**src/rtl/id_ex_pipe_reg_if.sv**
```systemverilog
// Valid/ready stream channel carrying one ID/EX entry (payload + control).
//   valid : entry present (master -> slave)
//   ready : entry accepted (slave -> master)
//   data  : DATA_W-bit decode payload
//   ctrl  : CTRL_W-bit control bits {regWrite, memWrite, memRead2}
// master drives valid/data/ctrl; slave drives ready.
interface id_ex_pipe_reg_if #(
    parameter int unsigned DATA_W = 288,
    parameter int unsigned CTRL_W = 3
);
    logic              valid;
    logic              ready;
    logic [DATA_W-1:0] data;
    logic [CTRL_W-1:0] ctrl;

    modport master (output valid, output data, output ctrl, input ready);
    modport slave  (input valid, input data, input ctrl, output ready);
endinterface

```
**src/rtl/id_ex_pipe_reg.sv**
```systemverilog
// ID/EX pipeline register with optional skid slot, hazard bubble insertion,
// flush and a saturating bubble counter.
// Optional feature macro: ID_EX_SKID_EN (adds the skid register).
// Ports:
//   REG_CLOCK    : clock, all state on rising edge
//   REG_RESET_N  : asynchronous active-low reset
//   in_if        : upstream channel (IN_VALID/IN_READY/IN_DATA/IN_CTRL)
//   out_if       : downstream channel (OUT_VALID/OUT_READY/OUT_DATA/OUT_CTRL)
//   BUBBLE       : stall upstream and insert a NOP entry
//   FLUSH        : squash all held entries (highest priority)
//   OCCUPANCY    : number of held entries
//   BUBBLE_CNT   : saturating count of bubbles inserted since reset
module id_ex_pipe_reg #(
    parameter int unsigned DATA_W = 288,
    parameter int unsigned CTRL_W = 3,
    parameter int unsigned CNT_W  = 16
) (
    input  logic                    REG_CLOCK,
    input  logic                    REG_RESET_N,
    id_ex_pipe_reg_if.slave         in_if,
    id_ex_pipe_reg_if.master        out_if,
    input  logic                    BUBBLE,
    input  logic                    FLUSH,
    output logic [1:0]              OCCUPANCY,
    output logic [CNT_W-1:0]        BUBBLE_CNT
);

    localparam logic [CNT_W-1:0] CntMax = '1;

    logic              head_valid_q, head_valid_d;
    logic [DATA_W-1:0] head_data_q,  head_data_d;
    logic [CTRL_W-1:0] head_ctrl_q,  head_ctrl_d;
    logic [CNT_W-1:0]  cnt_q,        cnt_d;
    // Low while in reset, so the stage never advertises ready during reset.
    logic              alive_q;

    logic in_ready_c;
    logic drain;
    logic head_free;
    logic accept;

`ifdef ID_EX_SKID_EN
    logic              skid_valid_q, skid_valid_d;
    logic [DATA_W-1:0] skid_data_q,  skid_data_d;
    logic [CTRL_W-1:0] skid_ctrl_q,  skid_ctrl_d;

    // Ready depends only on registered state, breaking the OUT_READY path.
    assign in_ready_c = alive_q & ~skid_valid_q & ~BUBBLE;
    assign OCCUPANCY  = 2'(head_valid_q) + 2'(skid_valid_q);
`else
    assign in_ready_c = alive_q & (~head_valid_q | out_if.ready) & ~BUBBLE;
    assign OCCUPANCY  = 2'(head_valid_q);
`endif

    assign drain     = head_valid_q & out_if.ready;
    assign head_free = ~head_valid_q | drain;
    assign accept    = in_if.valid & in_ready_c;

    assign in_if.ready  = in_ready_c;
    assign out_if.valid = head_valid_q;
    assign out_if.data  = head_data_q;
    assign out_if.ctrl  = head_ctrl_q;
    assign BUBBLE_CNT   = cnt_q;

    // Next-state: flush > skid promotion > head load (bubble/entry) > skid load.
    // Head payload is zeroed whenever head goes empty, keeping OUT_* zero when invalid.
    always_comb begin
        head_valid_d = head_valid_q;
        head_data_d  = head_data_q;
        head_ctrl_d  = head_ctrl_q;
        cnt_d        = cnt_q;
`ifdef ID_EX_SKID_EN
        skid_valid_d = skid_valid_q;
        skid_data_d  = skid_data_q;
        skid_ctrl_d  = skid_ctrl_q;
`endif
        if (FLUSH) begin
            head_valid_d = 1'b0;
            head_data_d  = '0;
            head_ctrl_d  = '0;
`ifdef ID_EX_SKID_EN
            skid_valid_d = 1'b0;
            skid_data_d  = '0;
            skid_ctrl_d  = '0;
`endif
        end
`ifdef ID_EX_SKID_EN
        else if (drain && skid_valid_q) begin
            head_valid_d = 1'b1;
            head_data_d  = skid_data_q;
            head_ctrl_d  = skid_ctrl_q;
            skid_valid_d = 1'b0;
            skid_data_d  = '0;
            skid_ctrl_d  = '0;
        end
`endif
        else if (head_free) begin
            if (BUBBLE) begin
                head_valid_d = 1'b1;
                head_data_d  = '0;
                head_ctrl_d  = '0;
                if (cnt_q != CntMax) begin
                    cnt_d = cnt_q + CNT_W'(1);
                end
            end else if (accept) begin
                head_valid_d = 1'b1;
                head_data_d  = in_if.data;
                head_ctrl_d  = in_if.ctrl;
            end else begin
                head_valid_d = 1'b0;
                head_data_d  = '0;
                head_ctrl_d  = '0;
            end
        end
`ifdef ID_EX_SKID_EN
        else if (accept) begin
            skid_valid_d = 1'b1;
            skid_data_d  = in_if.data;
            skid_ctrl_d  = in_if.ctrl;
        end
`endif
    end

    // State registers.
    always_ff @(posedge REG_CLOCK or negedge REG_RESET_N) begin
        if (!REG_RESET_N) begin
            alive_q      <= 1'b0;
            head_valid_q <= 1'b0;
            head_data_q  <= '0;
            head_ctrl_q  <= '0;
            cnt_q        <= '0;
`ifdef ID_EX_SKID_EN
            skid_valid_q <= 1'b0;
            skid_data_q  <= '0;
            skid_ctrl_q  <= '0;
`endif
        end else begin
            alive_q      <= 1'b1;
            head_valid_q <= head_valid_d;
            head_data_q  <= head_data_d;
            head_ctrl_q  <= head_ctrl_d;
            cnt_q        <= cnt_d;
`ifdef ID_EX_SKID_EN
            skid_valid_q <= skid_valid_d;
            skid_data_q  <= skid_data_d;
            skid_ctrl_q  <= skid_ctrl_d;
`endif
        end
    end

endmodule

```
**src/flat_wrapper.sv**
```systemverilog
// flat-port wrapper written by rule: the top's interface ports become plain ports
module id_ex_pipe_reg_flat 
#(
    parameter int unsigned DATA_W = 288,
    parameter int unsigned CTRL_W = 3,
    parameter int unsigned CNT_W  = 16
)
  (REG_CLOCK, REG_RESET_N, BUBBLE, FLUSH, OCCUPANCY, BUBBLE_CNT, in_if_valid, in_if_data, in_if_ctrl, in_if_ready, out_if_valid, out_if_data, out_if_ctrl, out_if_ready);
  id_ex_pipe_reg_if #(.DATA_W(DATA_W), .CTRL_W(CTRL_W)) in_if_i ();
  id_ex_pipe_reg_if #(.DATA_W(DATA_W), .CTRL_W(CTRL_W)) out_if_i ();
  input  logic REG_CLOCK;
  input  logic REG_RESET_N;
  input  logic BUBBLE;
  input  logic FLUSH;
  output logic [1:0] OCCUPANCY;
  output logic [CNT_W-1:0] BUBBLE_CNT;
  input wire logic [$bits(in_if_i.valid)-1:0] in_if_valid;
  input wire logic [$bits(in_if_i.data)-1:0] in_if_data;
  input wire logic [$bits(in_if_i.ctrl)-1:0] in_if_ctrl;
  output wire logic [$bits(in_if_i.ready)-1:0] in_if_ready;
  output wire logic [$bits(out_if_i.valid)-1:0] out_if_valid;
  output wire logic [$bits(out_if_i.data)-1:0] out_if_data;
  output wire logic [$bits(out_if_i.ctrl)-1:0] out_if_ctrl;
  input wire logic [$bits(out_if_i.ready)-1:0] out_if_ready;
  assign in_if_i.valid = in_if_valid;
  assign in_if_i.data = in_if_data;
  assign in_if_i.ctrl = in_if_ctrl;
  assign in_if_ready = in_if_i.ready;
  assign out_if_valid = out_if_i.valid;
  assign out_if_data = out_if_i.data;
  assign out_if_ctrl = out_if_i.ctrl;
  assign out_if_i.ready = out_if_ready;
  id_ex_pipe_reg #(.DATA_W(DATA_W), .CTRL_W(CTRL_W), .CNT_W(CNT_W)) u_core (.REG_CLOCK(REG_CLOCK), .REG_RESET_N(REG_RESET_N), .in_if(in_if_i), .out_if(out_if_i), .BUBBLE(BUBBLE), .FLUSH(FLUSH), .OCCUPANCY(OCCUPANCY), .BUBBLE_CNT(BUBBLE_CNT));
endmodule
```
**config.mk**
```make
export PLATFORM = sky130hd
export DESIGN_NAME = id_ex_pipe_reg_flat
export DESIGN_NICKNAME = d
export VERILOG_FILES = /design/src/rtl/id_ex_pipe_reg_if.sv /design/src/rtl/id_ex_pipe_reg.sv /design/src/flat_wrapper.sv
export SDC_FILE = /design/constraint.sdc
export NUM_CORES = 1
export LEC_CHECK = 0
export CAP_MARGIN = 20
export CORE_AREA = 2 2 237 239
export CTS_CLUSTER_DIAMETER = 30
export CTS_CLUSTER_SIZE = 20
export DETAILED_ROUTE_END_ITERATION = 8
export DIE_AREA = 0 0 239 241
export GPL_ROUTABILITY_DRIVEN = 0
export SYNTH_ARGS = -nofsm -noshare
export SYNTH_HDL_FRONTEND = slang
export SYNTH_SLANG_ARGS = --single-unit
```
**constraint.sdc**
```tcl
create_clock -name REG_CLOCK -period 1.88 [get_ports REG_CLOCK]
set_input_delay 0.47 -clock REG_CLOCK [delete_from_list [all_inputs] [get_ports REG_CLOCK]]
set_output_delay 0.47 -clock REG_CLOCK [all_outputs]
set_load 0.02 [all_outputs]
```
==> results by group, run 1 <==
Yosys
  – Mapped Nets: 1,031
  – Main synth FF type: dfrtp_1
  – Syn. warnings: 0
  – Yosys reg bits: 309
  – Synthesized area per cell: 15.1 um^2
  – Post-synthesis sequential area ratio: 0.696
  – Distinct cells, synth: 36
  – Post-synthesis instance total: roughly 730
  – Synth Cell Area: 11,100 um^2
  – Post-synth ARST share: 1.00
  – EDFF count, synth: 0

Floorplan
  – Die H: 241 um
  – Die area: around 58,000 um^2
  – Initial Util: 0.202
  – Die Wd: 239 um
  – Row count: 86
  – Core region area: 54,900 um^2
  – Ports: 608

Clocking
  – TritonCTS clock tree: built
  – Latest clock arrival within the worst-skew pair: 0.60 ns
  – CTS Sinks: around 310
  – CTS root buffer: clkbuf_16
  – Reg clk slew, reported paths: 0.04 ns
  – H-tree depth: 3
  – Clock tree buffer depth: 3
  – Num CTS Buffers: 79

Placed design
  – Port Buffer Count: between 600 and 700
  – Post-DP HPWL: 30,300 um
  – Placed instance count: 2,054
  – DP Area: 18,600 um^2

Timing
  – Tcrit/Tclk final: 1.03
  – Final setup fails: 1
  – Tightest Pin Transition: ~0.56 ns
  – Final slew viol count: 0
  – Fmax achieved: 517 MHz
  – Final Skew: 0.0220 ns
  – Tmin final: between 1.5 and 2 ns
  – RSZ-0062 raised after global routing: yes
  – Final hold vios: 0
  – Rel. slew slack: 0.624
  – Worst Slack Setup Final: -0.0551 ns

Power and ir drop
  – Worst vdd ir: between 0.0005 and 0.0006 V
  – Int Power: 17,600 uW
  – Leakage: 0.0108 uW
  – Clock Power Share: 0.610
  – Psw: 5100 uW
  – Sw Ratio: 0.225
  – Gate power share: 0.082
  – PwrDens: ~1100 nW/um^2
  – Seq pwr share: 0.308

GRT
  – Initial antenna violation count: 1
  – GRT Residual Overflow: 0
  – First-pass GRT wire length: 61,400 um
  – Tot GR Track Use: 0.139
  – Largest net degree at the start of global routing: 49
  – Vias in the first global route: about 10,000

Job
  – Max Cap Viol: 0

Setup path
  – WP data required: 1.41 ns
  – CP max stage delay: 0.42 ns
  – Critical Path Source: u_core.out_if.valid
  – CP delay by family, top: flip-flops
  – FF-to-FF Start: u_core.BUBBLE_CNT[0]
  – Crit Path Class: flop to primary output
  – Critical-path top delay cell: dfrtp_2
  – Critical Path End Type: primary output
  – Critical path startpoint category: flop
  – Worst path cell trace: nand2b_4 > nor2b_4 > and2_4 > buf_6
  – Crit path buffers/inverters: 1
  – CP Data Arrival Time: 1.47 ns
  – Critical path peak fanout: 2

Status
  – Status: finished, violations left
  – Failing checks: negative setup slack

Final layout
  – Area growth syn-to-layout: 89.2%
  – Non-filler cells, final: 2,198
  – Final instance area: 21,000 um^2
  – Layout cell share with drive strength beyond 1: 0.167
  – ANT cells: 0
  – Final core utilization: 0.383
  – Nets: 1,730

Drt
  – DR WL/cell: 18.9 um
  – DRC viols: 0
  – Post-route ant nets: 0
  – Drt first pass iters: 5
  – Routed vias/inst: about 4.3
  – Via Count: between 9,000 and 10,000
  – Number of DRC markers in iteration 0: roughly 390
  – Total Routed Length: 41,600 um

Min path
  – HP Class: input pin to asynchronous set/reset pin
==> per-stage QoR <==
step	setup TNS [ns]	power, uW	hold slack [ns]	worst slack (ns)
CTS	-0.127	23000	0.384	-0.127
floorplan	0	7600	0.174	0.0812
global route	-0.126	23500	0.409	-0.126
detailed placement	-92.48	9050	0.437	-0.562
finish	-0.0551	22700	0.403	-0.0551
global placement	-96.05	9020	0.431	-0.600
==> registers in the layout (all words and copies together), names as in the netlist <==
register,count
u_core.out_if.ctrl,3
u_core.out_if.valid,1
u_core.out_if.data,288
u_core.alive_q,1
u_core.BUBBLE_CNT,16
==> path summary, 6_finish.rpt <==
check                                          end  depth (start not counted)  slack [ns]
max                                    in_if_ready                          4       -0.06
max in group asynchronous  u_core.out_if.data[124]                          3        0.70
min reg2reg                 u_core.out_if.data[71]                          1        0.49
min                        u_core.out_if.data[143]                          2        0.40
min in group REG_CLOCK      u_core.out_if.data[29]                          2        0.47
max reg2reg                   u_core.BUBBLE_CNT[1]                          5        0.14
==> cell type report <==
type                            count  area (um^2)
Sequential cell                   309         7740
Clock inverter                     39          509
Multi-Input combinational cell    356         3070
Timing Repair Buffer              686         6570
Fill cell                        5323        33900
Tap cell                          704          881
Clock buffer                      104         2240
==> cells by family after synthesis <==
kind of cell / Yosys count / synth area share
DFF: 309 / 0.696
AOI/OAI and AO/OA: 294 / 0.231
buffers and inverters: 68 / 0.0296
and+or+nand+nor: 45 / 0.0292
xor gates and xnor gates: 13 / 0.0103
other: 2 / 0.000676
adders and majority gates: 1 / 0.00113
muxes: 1 / 0.00135
==> synth_stat cells, types with 2 or more instances <==
library cell  number  area, um^2
dfrtp_1          309        7730
nor2_1             4        15.0
buf_6              4        45.0
and4b_1            2        20.0
xor2_1            13         114
nand2_1            7        26.3
buf_2             29         145
nor4_1             6        37.5
nor3_1             3        15.0
nand3_1            3        15.0
conb_1             2        7.51
nand4_1            4        25.0
a22o_1           291        2550
buf_4              2        15.0
clkbuf_1          33         124
==> power groups by stage <==
stage | registers (uW) | clock network [uW] | logic (uW)
after floorplan | 7270 | 0 | 321
after global placement | 7070 | 0 | 1950
after detailed placement | 7080 | 0 | 1960
after CTS | 6990 | 14100 | 1870
after global routing | 7010 | 14500 | 1980
final | 6990 | 13800 | 1850
==> worst register-to-register path, stage by stage (launching register included) <==
cell and delay (ns):
dfrtp_1 0.36, ha_1 0.24, nand4_1 0.26, nor4_4 0.38, nor2_2 0.09, mux2_4 0.30
==> cell usage in the layout, fill, tap and decap left out, types with 7 or more instances in the layout <==
master,n
bufinv_16,10
clkbuf_8,11
buf_4,59
clkbuf_16,82
dlygate4sd2_1,285
a22o_1,291
dfrtp_1,303
nand2_1,7
xor2_1,13
clkdlybuf4s50_1,295
clkinvlp_4,9
clkdlybuf4s15_1,8
clkdlybuf4s15_2,12
buf_12,20
clkbuf_1,11
clkinv_2,11
==> what timing repair did <==
item | CTS | global route
hold buffers | 1 | 0
setup endpoints to repair | 310 | 13
pin swaps | 1 | 1
gates resized for setup | 369 | 3
buffers inserted | 1 | 0
endpoints found under the hold margin | 34 | 0
gates cloned | 0 | 0
==> layer usage <==
metal | routed length (um) | GRT usage
met5 | 13 | 0
met4 | 1350 | 0.0708
met3 | 3630 | 0.0526
met2 | 20400 | 0.230
met1 | 16200 | 0.157
Power figures use the tool's default switching activity.
==> run 2: changes to the inputs <==
--- a/config.mk
+++ b/config.mk
@@ -12,6 +12,7 @@
 export DETAILED_ROUTE_END_ITERATION = 8
 export DIE_AREA = 0 0 239 241
 export GPL_ROUTABILITY_DRIVEN = 0
+export SETUP_SLACK_MARGIN = 0.3
 export SYNTH_ARGS = -nofsm -noshare
 export SYNTH_HDL_FRONTEND = slang
 export SYNTH_SLANG_ARGS = --single-unit
==> run 2 against run 1 <==
  * The flow still finishes with violations (negative setup slack)
  * Global-route usage rose by 0.13 points
  * Wire length increased by 6.1%
  * Clock power about the same
  * Highest routed layer unchanged
  * Via count grew 6.2%
  * Hold slack lost 0.048 ns
  * Final cell count is 6.1% higher
  * Largest cell class is now non-clock buffers
  * Combinational power grew 17%
==> results by group, run 2 (synthesis gave the netlist of run 1 again) <==
Final layout
  – Commonest cells after routing, fill and taps aside: buf_6 (311), dfrtp_1 (299), clkdlybuf4s50_1 (295), a22o_1 (291), buf_4 (174)
  – Commonest non-fill, non-tap cell in the layout: buf_6
  – Final instance area: 23,000 um^2
  – Filler cell count: 5,038
  – Layout cell share with drive strength beyond 1: 0.416
  – Area growth syn-to-layout: 108%
  – Nets: around 1,900
  – Largest register FFs: 288

Clocking
  – TritonCTS clock tree: built
  – Num CTS Buffers: 74
  – Latest clock arrival within the worst-skew pair: 0.58 ns
  – Reg clk slew, reported paths: approximately 0.040 ns
  – CTS Sinks: 309
  – Clock tree buffer depth: 3
  – H-tree depth: 3
  – CTS root buffer: clkbuf_16

Setup path
  – FF-to-FF Start: u_core.out_if.valid
  – CP endpoint: in_if_ready
  – Stages on worst setup path: 4
  – CP delay by family, top: flip-flops
  – Worst path cell trace: nand2b_4 > nor2b_4 > and2_4 > buf_6
  – CP Data Arrival Time: 1.45 ns
  – Critical path peak fanout: 2
  – WP data required: 1.41 ns
  – Critical Path End Type: primary output
  – Reg-to-Reg End: u_core.out_if.data[235]
  – Critical path startpoint category: flop
  – Worst reg2reg path depth: 9
  – Crit path buffers/inverters: 1
  – Critical-path top delay cell: dfrtp_1
  – Crit Path Class: flop to primary output
  – R2r setup slk: -0.01 ns
  – Critical Path Source: u_core.out_if.valid
  – CP max stage delay: 0.40 ns

Drt
  – Post-route ant nets: 0
  – Number of DRC markers in iteration 0: 300
  – Total Routed Length: about 44,000 um
  – DR WL/cell: 18.9 um
  – DRC viols: 0
  – Routed vias/inst: 4.34
  – Via Count: slightly above 10,000
  – Drt first pass iters: 4

GRT
  – Tot GR Track Use: 0.140
  – Initial antenna violation count: 6
  – Vias in the first global route: 10,700
  – Largest net degree at the start of global routing: 78
  – First-pass GRT wire length: 62,100 um
  – GRT Residual Overflow: 0

Floorplan
  – Die area: 57,600 um^2
  – Initial Util: 0.202
  – Row count: between 80 and 90
  – Ports: 608
  – Die Wd: 239 um
  – Core region area: approximately 55,000 um^2
  – Die H: 241 um

Status
  – Failing checks: negative setup slack
  – Status: finished, violations left

Placed design
  – Post-DP HPWL: 30,500 um
  – DP Area: between 15,000 and 20,000 um^2
  – Port Buffer Count: 606
  – Setup WS pre-CTS: -0.486 ns

Timing
  – Worst Slack Setup Final: -0.0384 ns
  – RSZ-0062 raised after global routing: yes
  – Tmin final: around 1.9 ns
  – Tcrit/Tclk final: 1.02
  – Final slew viol count: 0
  – Final Skew: around 0.014 ns
  – Fmax achieved: around 520 MHz
  – Final hold vios: 0
  – Final setup fails: 5

Power and ir drop
  – Worst vdd ir: roughly 0.0006 V
  – PwrDens: 983 nW/um^2
  – Leakage: 0.0111 uW

Min path
  – HP Class: input pin to asynchronous set/reset pin

Job
  – Max Cap Viol: 0
[run 2: layer usage]
layer	share of wire	global-route usage	vias to the layer above
met5	0.0011	0	-
met4	0.027	0.0655	8
met3	0.088	0.0541	83
met2	0.52	0.242	444
met1	0.36	0.152	5048
li1	-	-	4536
[run 2: worst register-to-register path, delay by kind of cell (launching register included)]
| kind | cells | cell delay (ns) |
|---|---|---|
| AO/OA/AOI/OAI | 1 | 0.14 |
| buffers and inverters | 5 | 0.71 |
| flip-flops | 1 | 0.40 |
| AND/OR/NAND/NOR | 3 | 0.58 |
[run 2: worst min path at each step]
stage,start,endpoint,slack (ns),cells after the start
finish,REG_RESET_N,u_core.out_if.data[28],0.35,2
floorplan,REG_RESET_N,u_core.BUBBLE_CNT[0],0.17,0
global route,REG_RESET_N,u_core.out_if.data[28],0.34,2
CTS,REG_RESET_N,u_core.out_if.data[28],0.32,2
detailed placement,REG_RESET_N,u_core.out_if.data[45],0.36,1
global placement,REG_RESET_N,u_core.out_if.data[47],0.36,1
[run 2: area by class of cell]
cell class | instances | area, um^2 | area share
timing repair buffer | 826 | 8660 | 0.376
sequential | 309 | 7740 | 0.336
multi-input combinational | 356 | 3100 | 0.135
clock buffer | 96 | 2050 | 0.0889
tap | 704 | 881 | 0.0382
clock inverter | 39 | 602 | 0.0261
antenna | 2 | 5.00 | 0.000217
[run 2: metrics by stage]
| step | setup TNS (ns) | hold WS, ns | instances | total power (uW) | utilization |
|---|---|---|---|---|---|
| floorplan | 0 | 0.174 | 733 | 7650 | - |
| global placement | -87.11 | 0.361 | 2067 | 9050 | 0.343 |
| detailed placement | -82.19 | 0.360 | 2067 | 9080 | 0.343 |
| CTS | -0.121 | 0.322 | 2265 | 22800 | 0.400 |
| global route | -8.92 | 0.342 | 2332 | 23500 | 0.420 |
| finish | -0.0581 | 0.355 | 2332 | 22700 | 0.420 |
[run 2: timing repair]
item | in CTS | in global routing
pin swaps | 1 | 39
setup endpoints to repair | 526 | 608
hold endpoints to repair | 21 | 0
cloned | 0 | 8
buffers inserted | 62 | 57
hold buffers | 1 | 0
gates resized for setup | 1163 | 707
[run 2: where the power goes]
group	internal (uW)	total, uW	leakage (uW)	switching, uW
Clock	9450	13500	0.00129	4000
Combinational	1280	2160	0.00559	882
Sequential	6850	7040	0.00426	184
Total	17600	22700	0.0111	5070
==> run 3: changes to the inputs <==
--- a/config.mk
+++ b/config.mk
@@ -5,12 +5,13 @@
 export SDC_FILE = /design/constraint.sdc
 export NUM_CORES = 1
 export LEC_CHECK = 0
+export ABC_AREA = 1
 export CAP_MARGIN = 20
-export CORE_AREA = 2 2 237 239
+export CORE_AREA = 2 2 234 236
 export CTS_CLUSTER_DIAMETER = 30
 export CTS_CLUSTER_SIZE = 20
 export DETAILED_ROUTE_END_ITERATION = 8
-export DIE_AREA = 0 0 239 241
+export DIE_AREA = 0 0 236 238
 export GPL_ROUTABILITY_DRIVEN = 0
 export SETUP_SLACK_MARGIN = 0.3
 export SYNTH_ARGS = -nofsm -noshare
==> run 3 against run 2 <==
  * Final cell count grew 28%
  * Final area grew 11%
  * The flow still finishes with violations (negative setup slack)
  * Highest routed layer unchanged
  * Count of clock-buffer cells in the layout grew 2
  * Clock power grew 4%
==> results by group, run 3 <==
Timing
  – Final Skew: between 0.01 and 0.015 ns
  – Tcrit/Tclk final: 1.05
  – Final slew viol count: 0
  – RSZ-0062 raised after global routing: yes
  – Final setup fails: 19
  – Worst Slack Setup Final: -0.0856 ns
  – Fmax achieved: 509 MHz
  – Tmin final: between 1.5 and 2 ns
  – Tightest Pin Transition: 0.535 ns
  – Rel. slew slack: 0.643
  – Final hold vios: 0

GRT
  – First-pass GRT wire length: roughly 73,000 um
  – GRT Residual Overflow: 0
  – Vias in the first global route: 13,100
  – Largest net degree at the start of global routing: roughly 120
  – Initial antenna violation count: 2
  – Tot GR Track Use: 0.165

Floorplan
  – Die area: 56,200 um^2
  – Die Wd: 236 um
  – Initial Util: 0.239
  – Core region area: 53,500 um^2
  – Row count: 85
  – Die H: 238 um
  – Ports: between 600 and 700

Yosys
  – Top cell type's share of synthesized area: 0.604
  – Post-synth ARST share: 1.00
  – Post-synthesis instance total: 1,429
  – Synthesized area per cell: 8.97 um^2
  – Most common cell in the netlist: nand3_1
  – Largest area contributor in the netlist: dfrtp_1
  – Synth top area cells: dfrtp_1 (60%), nand3_1 (12%), o21ai_0 (10%)
  – EDFF count, synth: 0
  – Syn. warnings: 0
  – Top post-synthesis cells by count: nand3_1 (317), dfrtp_1 (309), inv_1 (309)
  – Yosys reg bits: 309
  – Post-synthesis sequential area ratio: 0.604
  – Mapped Nets: ~1,700
  – Distinct cells, synth: 21
  – Main synth FF type: dfrtp_1
  – Synth Cell Area: 12,800 um^2

Setup path
  – Critical path startpoint category: flop
  – Worst reg2reg path depth: 13
  – WP data required: 1.41 ns
  – CP Data Arrival Time: 1.50 ns
  – Critical Path End Type: primary output
  – R2r setup slk: -0.04 ns
  – FF-to-FF Start: u_core.out_if.valid
  – Reg-to-Reg End: u_core.out_if.data[208]
  – Crit Path Class: flop to primary output
  – Critical path peak fanout: 2

Final layout
  – Nets: 2,516
  – Final core utilization: 0.480
  – Largest register FFs: 288
  – Non-filler cells, final: 2,978
  – Layout cell share with drive strength beyond 1: 0.373
  – Commonest non-fill, non-tap cell in the layout: buf_6
  – Final instance area: approximately 26,000 um^2
  – Commonest cells after routing, fill and taps aside: buf_6 (326), nand3_1 (316), inv_1 (306), dfrtp_1 (301), clkdlybuf4s50_1 (295)
  – Area growth syn-to-layout: 100%

Drt
  – Drt first pass iters: 5
  – Number of DRC markers in iteration 0: 555
  – Via Count: 13,500
  – DRC viols: 0
  – Routed vias/inst: about 4.5
  – Total Routed Length: 53,400 um
  – Post-route ant nets: 0
  – DR WL/cell: roughly 18 um

Min path
  – Hold Crit Depth: 3
  – Hold Path Sink: u_core.out_if.data[135]
  – HP Class: input pin to flop
  – Worst hold path startpoint: in_if_data[135]

Clocking
  – TritonCTS clock tree: built
  – CTS Sinks: 309
  – Latest clock arrival within the worst-skew pair: 0.60 ns
  – H-tree depth: 3
  – Reg clk slew, reported paths: 0.05 ns
  – Clock tree buffer depth: 3
  – CTS root buffer: clkbuf_16
  – Num CTS Buffers: 77

Power and ir drop
  – Final Power: 23,600 uW
  – PwrDens: 921 nW/um^2
  – Leakage: 0.0129 uW
  – Worst vdd ir: 0.000628 V

Placed design
  – DP Area: 20,100 um^2
  – Post-DP HPWL: 33,500 um
  – Placed instance count: 2,705
  – Setup WS pre-CTS: -0.487 ns
  – Port Buffer Count: 606

Status
  – Status: finished, violations left
  – Failing checks: negative setup slack

Job
  – Max Cap Viol: 0
-- run 3: layout make-up --
| class | instances | area [um^2] |
|---|---|---|
| flip-flops and latches | 309 | 7740 |
| fillers | 4853 | 27800 |
| diodes | 1 | 2.50 |
| multi-input cells | 709 | 4270 |
| inverters | 310 | 1170 |
| clock buffers | 98 | 2170 |
| well taps | 696 | 871 |
| repair buffers | 811 | 8800 |
| clock inverters | 44 | 638 |
-- run 3: report_power, final --
part / leakage (uW) / internal, uW / switching [uW]
Combinational: 0.00725 / 1300 / 1240
Clock: 0.00137 / 9930 / 4190
Sequential: 0.00426 / 6830 / 145
Total: 0.0129 / 18100 / 5580
-- run 3: routing by layer --
layer / GRT usage / routed length, um
met1: 0.189 / 20600
met4: 0.0813 / 2000
met5: 0 / 13
met3: 0.0568 / 4380
met2: 0.276 / 26500
-- run 3: worst max path at each step --
stage | start | end | slack [ns]
finish | u_core.out_if.valid | in_if_ready | -0.09
global placement | out_if_ready | in_if_ready | -0.51
detailed placement | out_if_ready | in_if_ready | -0.49
floorplan | u_core.BUBBLE_CNT[0] | u_core.BUBBLE_CNT[9] | 0.30
global route | u_core.out_if.valid | in_if_ready | -0.16
CTS | u_core.out_if.valid | in_if_ready | -0.12
-- run 3: worst max-delay path, stage by stage, from the launching register on --
cell	delay, ns
dfrtp_1	0.41
inv_2	0.09
nor2_4	0.05
inv_2	0.06
nand2_2	0.06
nor2_4	0.12
buf_6	0.13
-- run 3: cell families after synthesis --
| kind of cell | after synthesis | synth area share |
|---|---|---|
| DFF | 309 | 0.604 |
| adders and majority gates | 1 | 0.000977 |
| other | 2 | 0.000586 |
| and+or+nand+nor | 411 | 0.153 |
| AOI/OAI and AO/OA | 292 | 0.114 |
| buffers and inverters | 411 | 0.125 |
| xor gates and xnor gates | 3 | 0.00205 |
-- run 3: timing repair --
| action | 4_1_cts | 5_1_grt |
|---|---|---|
| gates cloned | 0 | 26 |
| endpoints found under the hold margin | 39 | 0 |
| setup buffers | 36 | 67 |
| hold buffers | 1 | 0 |
| gates resized for setup | 1181 | 1173 |
| pin swaps | 1 | 8 |
| endpoints found under the setup margin | 609 | 611 |
-- run 3: metrics by stage --
step	setup TNS, ns	hold slack [ns]
floorplan	0	0.174
global placement	-78.43	0.443
detailed placement	-77.13	0.447
CTS	-0.123	0.361
global route	-8.81	0.397
finish	-0.531	0.411
